### src/rtl/cskip_stream_acc_pkg.sv
// Shared definitions for the streaming carry-skip accumulator: widths and FSM states.
package cskip_stream_acc_pkg;
  localparam int ACC_LO_W  = 32;
  localparam int HI_W_DEF  = 16;
  localparam int CNT_W_DEF = 16;

  typedef enum logic [1:0] {
    IDLE = 2'd0,
    ACC  = 2'd1,
    HOLD = 2'd2
  } state_t;
endpackage

### src/rtl/cskip_stream_acc_adder.sv
// 32-bit carry-skip adder, 4-bit ripple blocks; a block whose bits all propagate
// forwards its incoming carry directly to the next block.
module CSkipA32 (
  input  logic [31:0] a,
  input  logic [31:0] b,
  output logic [31:0] sum,
  output logic        cout
);
  logic [31:0] p;
  logic [31:0] g;

  assign p = a ^ b;
  assign g = a & b;

  always_comb begin
    logic carry;
    logic blk_cin;
    carry   = 1'b0;
    blk_cin = 1'b0;
    sum     = '0;
    for (int k = 0; k < 8; k++) begin
      blk_cin = carry;
      for (int j = 0; j < 4; j++) begin
        sum[4*k+j] = p[4*k+j] ^ carry;
        carry      = g[4*k+j] | (p[4*k+j] & carry);
      end
      if (&p[4*k +: 4]) carry = blk_cin;
    end
    cout = carry;
  end
endmodule

### src/rtl/cskip_stream_acc.sv
// Packet accumulator: running low word fed back through the carry-skip adder,
// carries folded into a wrapping upper register, one total per packet.
module cskip_stream_acc
  import cskip_stream_acc_pkg::*;
#(
  parameter int HI_W  = HI_W_DEF,
  parameter int CNT_W = CNT_W_DEF
) (
  input  logic                     clk,
  input  logic                     rst_n,
  input  logic                     in_valid,
  output logic                     in_ready,
  input  logic [31:0]              in_data,
  input  logic                     in_last,
  output logic                     out_valid,
  input  logic                     out_ready,
  output logic [ACC_LO_W+HI_W-1:0] out_sum,
  output logic [CNT_W-1:0]         out_count,
  output logic                     out_ovf
);
  state_t                state;
  state_t                state_nxt;
  logic                  rdy;
  logic                  accept;
  logic [ACC_LO_W-1:0]   acc_lo;
  logic [HI_W-1:0]       acc_hi;
  logic [CNT_W-1:0]      cnt;
  logic                  ovf;
  logic [ACC_LO_W-1:0]   opa;
  logic [ACC_LO_W-1:0]   sum_lo;
  logic                  cout;

  function automatic logic [CNT_W-1:0] sat_inc(input logic [CNT_W-1:0] v);
    return (&v) ? v : v + CNT_W'(1);
  endfunction

  assign accept = in_valid && rdy;
  // The first beat of a packet starts from zero rather than the previous total.
  assign opa    = (state == IDLE) ? '0 : acc_lo;

  CSkipA32 u_add (
    .a    (opa),
    .b    (in_data),
    .sum  (sum_lo),
    .cout (cout)
  );

  always_comb begin
    state_nxt = state;
    case (state)
      IDLE:    if (accept) state_nxt = in_last ? HOLD : ACC;
      ACC:     if (accept && in_last) state_nxt = HOLD;
      HOLD:    if (out_ready) state_nxt = IDLE;
      default: state_nxt = IDLE;
    endcase
  end

  // Ready is registered so it stays low during reset and for the whole HOLD state.
  always_ff @(posedge clk or negedge rst_n) begin
    if (!rst_n) begin
      state  <= IDLE;
      rdy    <= 1'b0;
      acc_lo <= '0;
      acc_hi <= '0;
      cnt    <= '0;
      ovf    <= 1'b0;
    end else begin
      state <= state_nxt;
      rdy   <= (state_nxt != HOLD);
      if (accept) begin
        acc_lo <= sum_lo;
        if (state == IDLE) begin
          acc_hi <= '0;
          cnt    <= CNT_W'(1);
          ovf    <= 1'b0;
        end else begin
          acc_hi <= acc_hi + HI_W'(cout);
          cnt    <= sat_inc(cnt);
          ovf    <= ovf | (cout && (&acc_hi));
        end
      end
    end
  end

  assign in_ready  = rdy;
  assign out_valid = (state == HOLD);
  assign out_sum   = {acc_hi, acc_lo};
  assign out_count = cnt;
  assign out_ovf   = ovf;
endmodule

### config.mk
export PLATFORM = sky130hd
export DESIGN_NAME = cskip_stream_acc
export DESIGN_NICKNAME = d
export VERILOG_FILES = /design/src/rtl/cskip_stream_acc_pkg.sv /design/src/rtl/cskip_stream_acc_adder.sv /design/src/rtl/cskip_stream_acc.sv
export SDC_FILE = /design/constraint.sdc
export NUM_CORES = 1
export LEC_CHECK = 0
export ABC_AREA = 0
export BUFFER_PORTS_ARGS = -buffer_cell sky130_fd_sc_hd__buf_2
export CAP_MARGIN = 10
export CELL_PAD_IN_SITES_DETAIL_PLACEMENT = 1
export CELL_PAD_IN_SITES_GLOBAL_PLACEMENT = 1
export CORE_MARGIN = 1
export CORE_UTILIZATION = 45
export CTS_CLUSTER_DIAMETER = 100
export DETAILED_ROUTE_END_ITERATION = 6
export PLACE_DENSITY = 0.94
export SLEW_MARGIN = 20
export SYNTH_ARGS = -nofsm -noshare
export SYNTH_HDL_FRONTEND = slang
export SYNTH_SLANG_ARGS = --single-unit
### constraint.sdc
create_clock -name clk -period 23.7 [get_ports clk]
set_input_delay 0 -clock clk [delete_from_list [all_inputs] [get_ports clk]]
set_output_delay 0 -clock clk [all_outputs]
set_load 0.02 [all_outputs]
==> metrics.txt, run 1 <==
Fin Hold WS=~0.032 ns; routed via count=3802; Seq/Total Area, Yosys=38.0%; Post-Route WL=13.3 mm; CTS tree=yes; critical path class=reg2reg; Critical Path Source Type=register; final worst slack=6.33 ns; Place WS=6.40 ns; Mapped Area=approximately 4500 um^2; row cnt=36; DR vias/cell=5.40; I/O pin total=104; die height=between 100 and 150 um; CP max stage cell=or2_2; CTS buffer count=9; fin crit period=between 15 and 20 ns; worst skew pair latency=0.37 ns; Setup Buffers After CTS=0; Port Buffer Count=103; Final setup viols=0; mean routed wirelength per cell=18.9 um; CTS root buffer=clkbuf_8; initial antenna violation count=3; CP Capture Type=register; RSZ-0062 raised after global routing=false; final period utilization=between 70% and 80%; die area=10400 um^2; post-CTS sizing=0; Slew HR=31.1%; MaxCap Viol Count=0; cell count after placement=681; register bit count reported by yosys=68; Max Clock Skew=0.00801 ns; clock-pin slew on the worst setup and hold paths=about 0.08 ns; H-tree depth=3; crit path DAT=between 15 and 20 ns; outcome=finished clean; Fin. Hold Viols=0; number of detailed-route iterations in the first pass=4; routability cong.=0.823; yosys synthesis warning count=0; synthesized net count=approximately 560; GRT Total Usage=between 20% and 30%; Crit path largest cell delay=0.57 ns; required time worst endpoint=23.94 ns; Initial Util=approximately 46%; CP Max Fanout=35; vias in the first global route=4164; hold path start=in_data[24]; Clock Sinks=68; CTS Buffer Depth=2; multi-input logic area=between 2000 and 3000 um^2; register area=roughly 1700 um^2; largest net degree at the start of global routing=69; Hold WC Path Type=in2reg; Filler cells=around 1200; Mean Syn Cell Area=9.76 um^2; top_reg_cell synth=dfrtp_1; Core ar.=9730 um^2; most used cell, CP=fa_1; die width=102 um; NumNets Final=666; crit path from=state[1]; FMAX=57.6 MHz; Reg-to-Reg Start=state[1]; Synth Instances=between 400 and 500; Pins Over Slew Limit=0; Detail Placement HPWL=approximately 9 mm; distinct cell type count after synthesis=47; Peak supply drop=approximately 45 uV; Area growth, synth to finish=19.9%; first-pass GRT wire length=20.9 mm; async set or reset register ratio after synthesis=100%; Post-synth EDFFs=0; share of layout cells above drive strength 1=23.2%; hold buffers post-CTS=4; Pwr Total=538 uW; post-route insts no fill=704; Antenna Nets Post-Route=0; # DRC=0; TNS Setup=0 ns; Power Density=100 nW/um^2; Worst-Margin Slew=1.03 ns; P_leak=approximately 2.8 nW; starting DRC count in detailed routing=122; total gr overflow=0
cell usage after synthesis, drive strengths merged (2+ instances only):
cell	n	area [um^2]
nor3	6	35.0
a211oi	5	37.5
ha	35	438
nor2	30	115
inv	7	26.3
xnor2	11	96.3
nand4	17	106
or3	5	31.3
mux2	2	22.5
a21oi	10	50.1
nand2	112	423
nand3	13	65.1
o31ai	3	22.5
clkbuf	15	57.6
and4	4	38.8
o21ai	12	60.1
and2	34	214
and3	7	43.8
o21a	3	22.5
xor2	8	70.1
or4	3	22.5
fa	31	621
mux2i	3	30.0
dfrtp	68	1700
worst max-delay path: cells and delay by family, from the launching register on:
kind	cells	cell delay, ns
muxes	3	0.80
buffers and inverters	1	0.09
xor gates and xnor gates	1	0.13
adders and majority gates	33	12.96
and+or+nand+nor	10	1.84
DFF	1	0.44
AOI/OAI and AO/OA	6	0.95
report_power, final:
part | total, mW | leakage [nW] | internal (mW) | switching [mW]
clock | 0.106 | 0.102 | 0.0545 | 0.0517
combinational | 0.256 | 1.80 | 0.0953 | 0.161
sequential | 0.175 | 0.883 | 0.147 | 0.0282
stage by stage:
| step | utilization [%] | instance area, um^2 |
|---|---|---|
| finish | 55.2 | 5370 |
| global route | 55.2 | 5370 |
| CTS | 55.1 | 5360 |
| detailed placement | 52.5 | 5110 |
| global placement | 52.5 | 5110 |
| floorplan | - | 4480 |
area by class of cell:
type	instances	area share, %
Multi-Input combinational cell	368	50.1
Sequential cell	68	31.7
Timing Repair Buffer	109	10.6
Tap cell	133	3.10
Clock buffer	11	2.82
Clock inverter	5	1.09
Inverter	7	0.489
Antenna cell	3	0.140
routing by layer:
metal  up-vias  part of all wire, %  GRT usage (%)
met5         -                    0              0
met4         0                  4.6           15.3
met3        43                  3.3           4.97
met2        95                   51           47.0
met1      1927                   41           31.5
li1       1737                    -              -
layout by cell type, fill, tap and decap left out, types with 7 or more instances in the layout:
cell type / Yosys / final
nor2_1: 29 / 29
nand2_1: 111 / 111
o21ai_0: 12 / 12
and2_1: 32 / 33
buf_2: 0 / 103
and3_1: 7 / 7
nand4_1: 17 / 17
dfrtp_1: 68 / 68
a21oi_1: 10 / 10
ha_1: 35 / 35
inv_1: 7 / 7
fa_1: 31 / 31
clkbuf_8: 0 / 11
xor2_1: 8 / 8
nand3_1: 13 / 13
xnor2_1: 11 / 11
path summary, 6_finish.rpt:
| check | to | cells past startpoint | slack (ns) |
|---|---|---|---|
| worst max-delay path | acc_hi[12] | 54 | 6.33 |
| worst min-delay path | acc_lo[24] | 4 | 0.03 |
| worst max register to register | acc_hi[12] | 54 | 6.33 |
| worst min register to register | acc_lo[10] | 2 | 0.50 |
| max in group asynchronous | acc_lo[6] | 3 | 22.75 |
| min in group asynchronous | out_count[5] | 3 | 0.36 |
flip-flops by register name (all words and copies together), names as in the netlist:
name and flops:
acc_lo 32, acc_hi 16, out_ovf 1, out_count 16, state 2, in_ready 1
kinds of logic (layout without fill, tap and decap cells):
group                    Yosys count  count (layout)  synth area share, %
AND/OR/NAND/NOR                  237             237                 25.4
buffers and inverters             23             132                 2.12
other                              0               3                    0
flip-flops                        68              68                 38.0
XOR/XNOR                          19              19                 3.71
multiplexers                       5               5                 1.17
AO/OA/AOI/OAI                     41              41                 6.03
adder cells (fa/ha/maj)           66              66                 23.6
Power figures use the tool's default switching activity.
==> inputs of run 2 (changes only) <==
CORE_UTILIZATION = 42   (was 45)
PLACE_DENSITY = 0.89   (was 0.94)
clock period = 16.78 ns   (was 23.7 ns; I/O delays follow)
==> metrics.txt, run 2 (synthesis gave the netlist of run 1 again) <==
outcome=finished clean; P_leak=2.79 nW; clock power share=18.4%; Detail Placement HPWL=approximately 9.2 mm; MaxCap Viol Count=0; mean routed wirelength per cell=between 15 and 20 um; CTS buffer count=9; most used cell, CP=fa_1; CTS Buffer Depth=2; clock-pin slew on the worst setup and hold paths=~0.08 ns; CP Max Fanout=4; final period utilization=a little over nine tenths; Critical Path Source Type=register; cell count after placement=686; Fin. Hold Viols=0; GRT Total Usage=between 20% and 30%; die width=around 110 um; Power Density=140 nW/um^2; switching pwr=338 uW; routed via count=3894; H-tree depth=3; Crit path largest cell delay=0.43 ns; # diodes=0; final core utilization=52.7%; CTS root buffer=clkbuf_8; final worst slack=0.384 ns; fin crit period=16.40 ns; Largest register FFs=32; CP Capture Type=register; sw frac=44.3%; number of detailed-route iterations in the first pass=5; total gr overflow=0; required time worst endpoint=16.99 ns; FMAX=61.0 MHz; critical path class=reg2reg; Port Buffer Count=103; Slew HR=39.3%; DR vias/cell=~5.5; routability cong.=0.912; starting DRC count in detailed routing=153; crit path DAT=about 17 ns; die height=105 um; share of layout cells above drive strength 1=between 20% and 30%; Buf/Inv on CP=1; Post-Route WL=13.1 mm; Hold WC Path Type=in2reg; I/O pin total=104; row cnt=37; first-pass GRT wire length=21.7 mm; worst skew pair latency=0.35 ns; vias in the first global route=4418; Peak supply drop=61.7 uV; Worst-Margin Slew=between 0.9 and 1 ns; Initial Util=43.4%; Clock Sinks=68; Antenna Nets Post-Route=0; largest net degree at the start of global routing=69; most frequent cells in the layout=nand2_1 (111), buf_2 (103), dfrtp_1 (68); Max Clock Skew=0.0113 ns; Area growth, synth to finish=21.4%; Top delay family on crit path=adder cells; Pins Over Slew Limit=0; CP max stage cell=fa_1; Top reg by flops=acc_lo; Final setup viols=0; Seq pwr share=32.4%; die area=11100 um^2; Gate power share=49.2%; NumNets Final=roughly 670; Core ar.=10300 um^2; Place WS=-0.185 ns; CTS tree=yes; leading cell type in the layout, fill and taps excluded=nand2_1; Internal=424 uW; # DRC=0; initial antenna violation count=1; post-route insts no fill=710
-- run 2: area by class of cell --
cell class	count	area [um^2]
inverter	7	26.3
fill	1231	4880
tap	136	170
multi-input combinational	368	2730
sequential	68	1700
timing repair buffer	115	613
clock inverter	6	63.8
clock buffer	10	138
-- run 2: metal layers --
metal  GRT usage [%]  part of all wire [%]
met5               0                 0.084
met4            13.2                   3.8
met3            5.57                   4.6
met2            44.5                    52
met1            28.3                    40
-- run 2: worst paths after layout --
check / startpoint / to / slack [ns] / depth (start not counted)
min: in_data[0] / acc_lo[0] / 0.04 / 4
max in group asynchronous: rst_n / acc_lo[5] / 15.79 / 3
min reg2reg: acc_lo[12] / acc_lo[12] / 0.50 / 2
max reg2reg: state[1] / acc_hi[12] / 0.38 / 54
min in group asynchronous: rst_n / out_count[5] / 0.38 / 3
max: state[1] / acc_hi[12] / 0.38 / 54
-- run 2: stage by stage --
step / hold slack, ns / instance area, um^2 / power, mW / TNS, ns
4_1_cts: 0.0270 / 5400 / 0.758 / 0
3_5_place_dp: 0.226 / 5130 / 0.604 / -0.684
2_1_floorplan: -0.296 / 4480 / 0.471 / 0
5_1_grt: 0.0626 / 5440 / 0.819 / -0.0167
3_3_place_gp: 0.199 / 5130 / 0.573 / 0
6_report: 0.0383 / 5440 / 0.763 / 0
-- run 2: timing repair --
item / in CTS / in global routing
setup buffers: 3 / 2
hold buffers: 3 / 0
endpoints found under the setup margin: 14 / 16
pin swaps: 0 / 0
gates resized for setup: 5 / 9
endpoints found under the hold margin: 71 / 0
-- run 2: power groups by stage --
stage	clock, mW	sequential [mW]	combinational, mW
after floorplan	0	0.294	0.177
after global placement	0	0.247	0.326
after detailed placement	0	0.250	0.354
after CTS	0.144	0.248	0.366
after global routing	0.151	0.253	0.416
final	0.141	0.247	0.375
-- run 2: worst reg2reg max path: cells and delay by family (launching register included) --
kind	cells	cell delay (ns)
buffers and inverters	1	0.08
adders and majority gates	33	12.44
muxes	3	0.81
xor gates and xnor gates	1	0.13
and+or+nand+nor	10	1.45
AOI/OAI and AO/OA	6	0.95
DFF	1	0.39
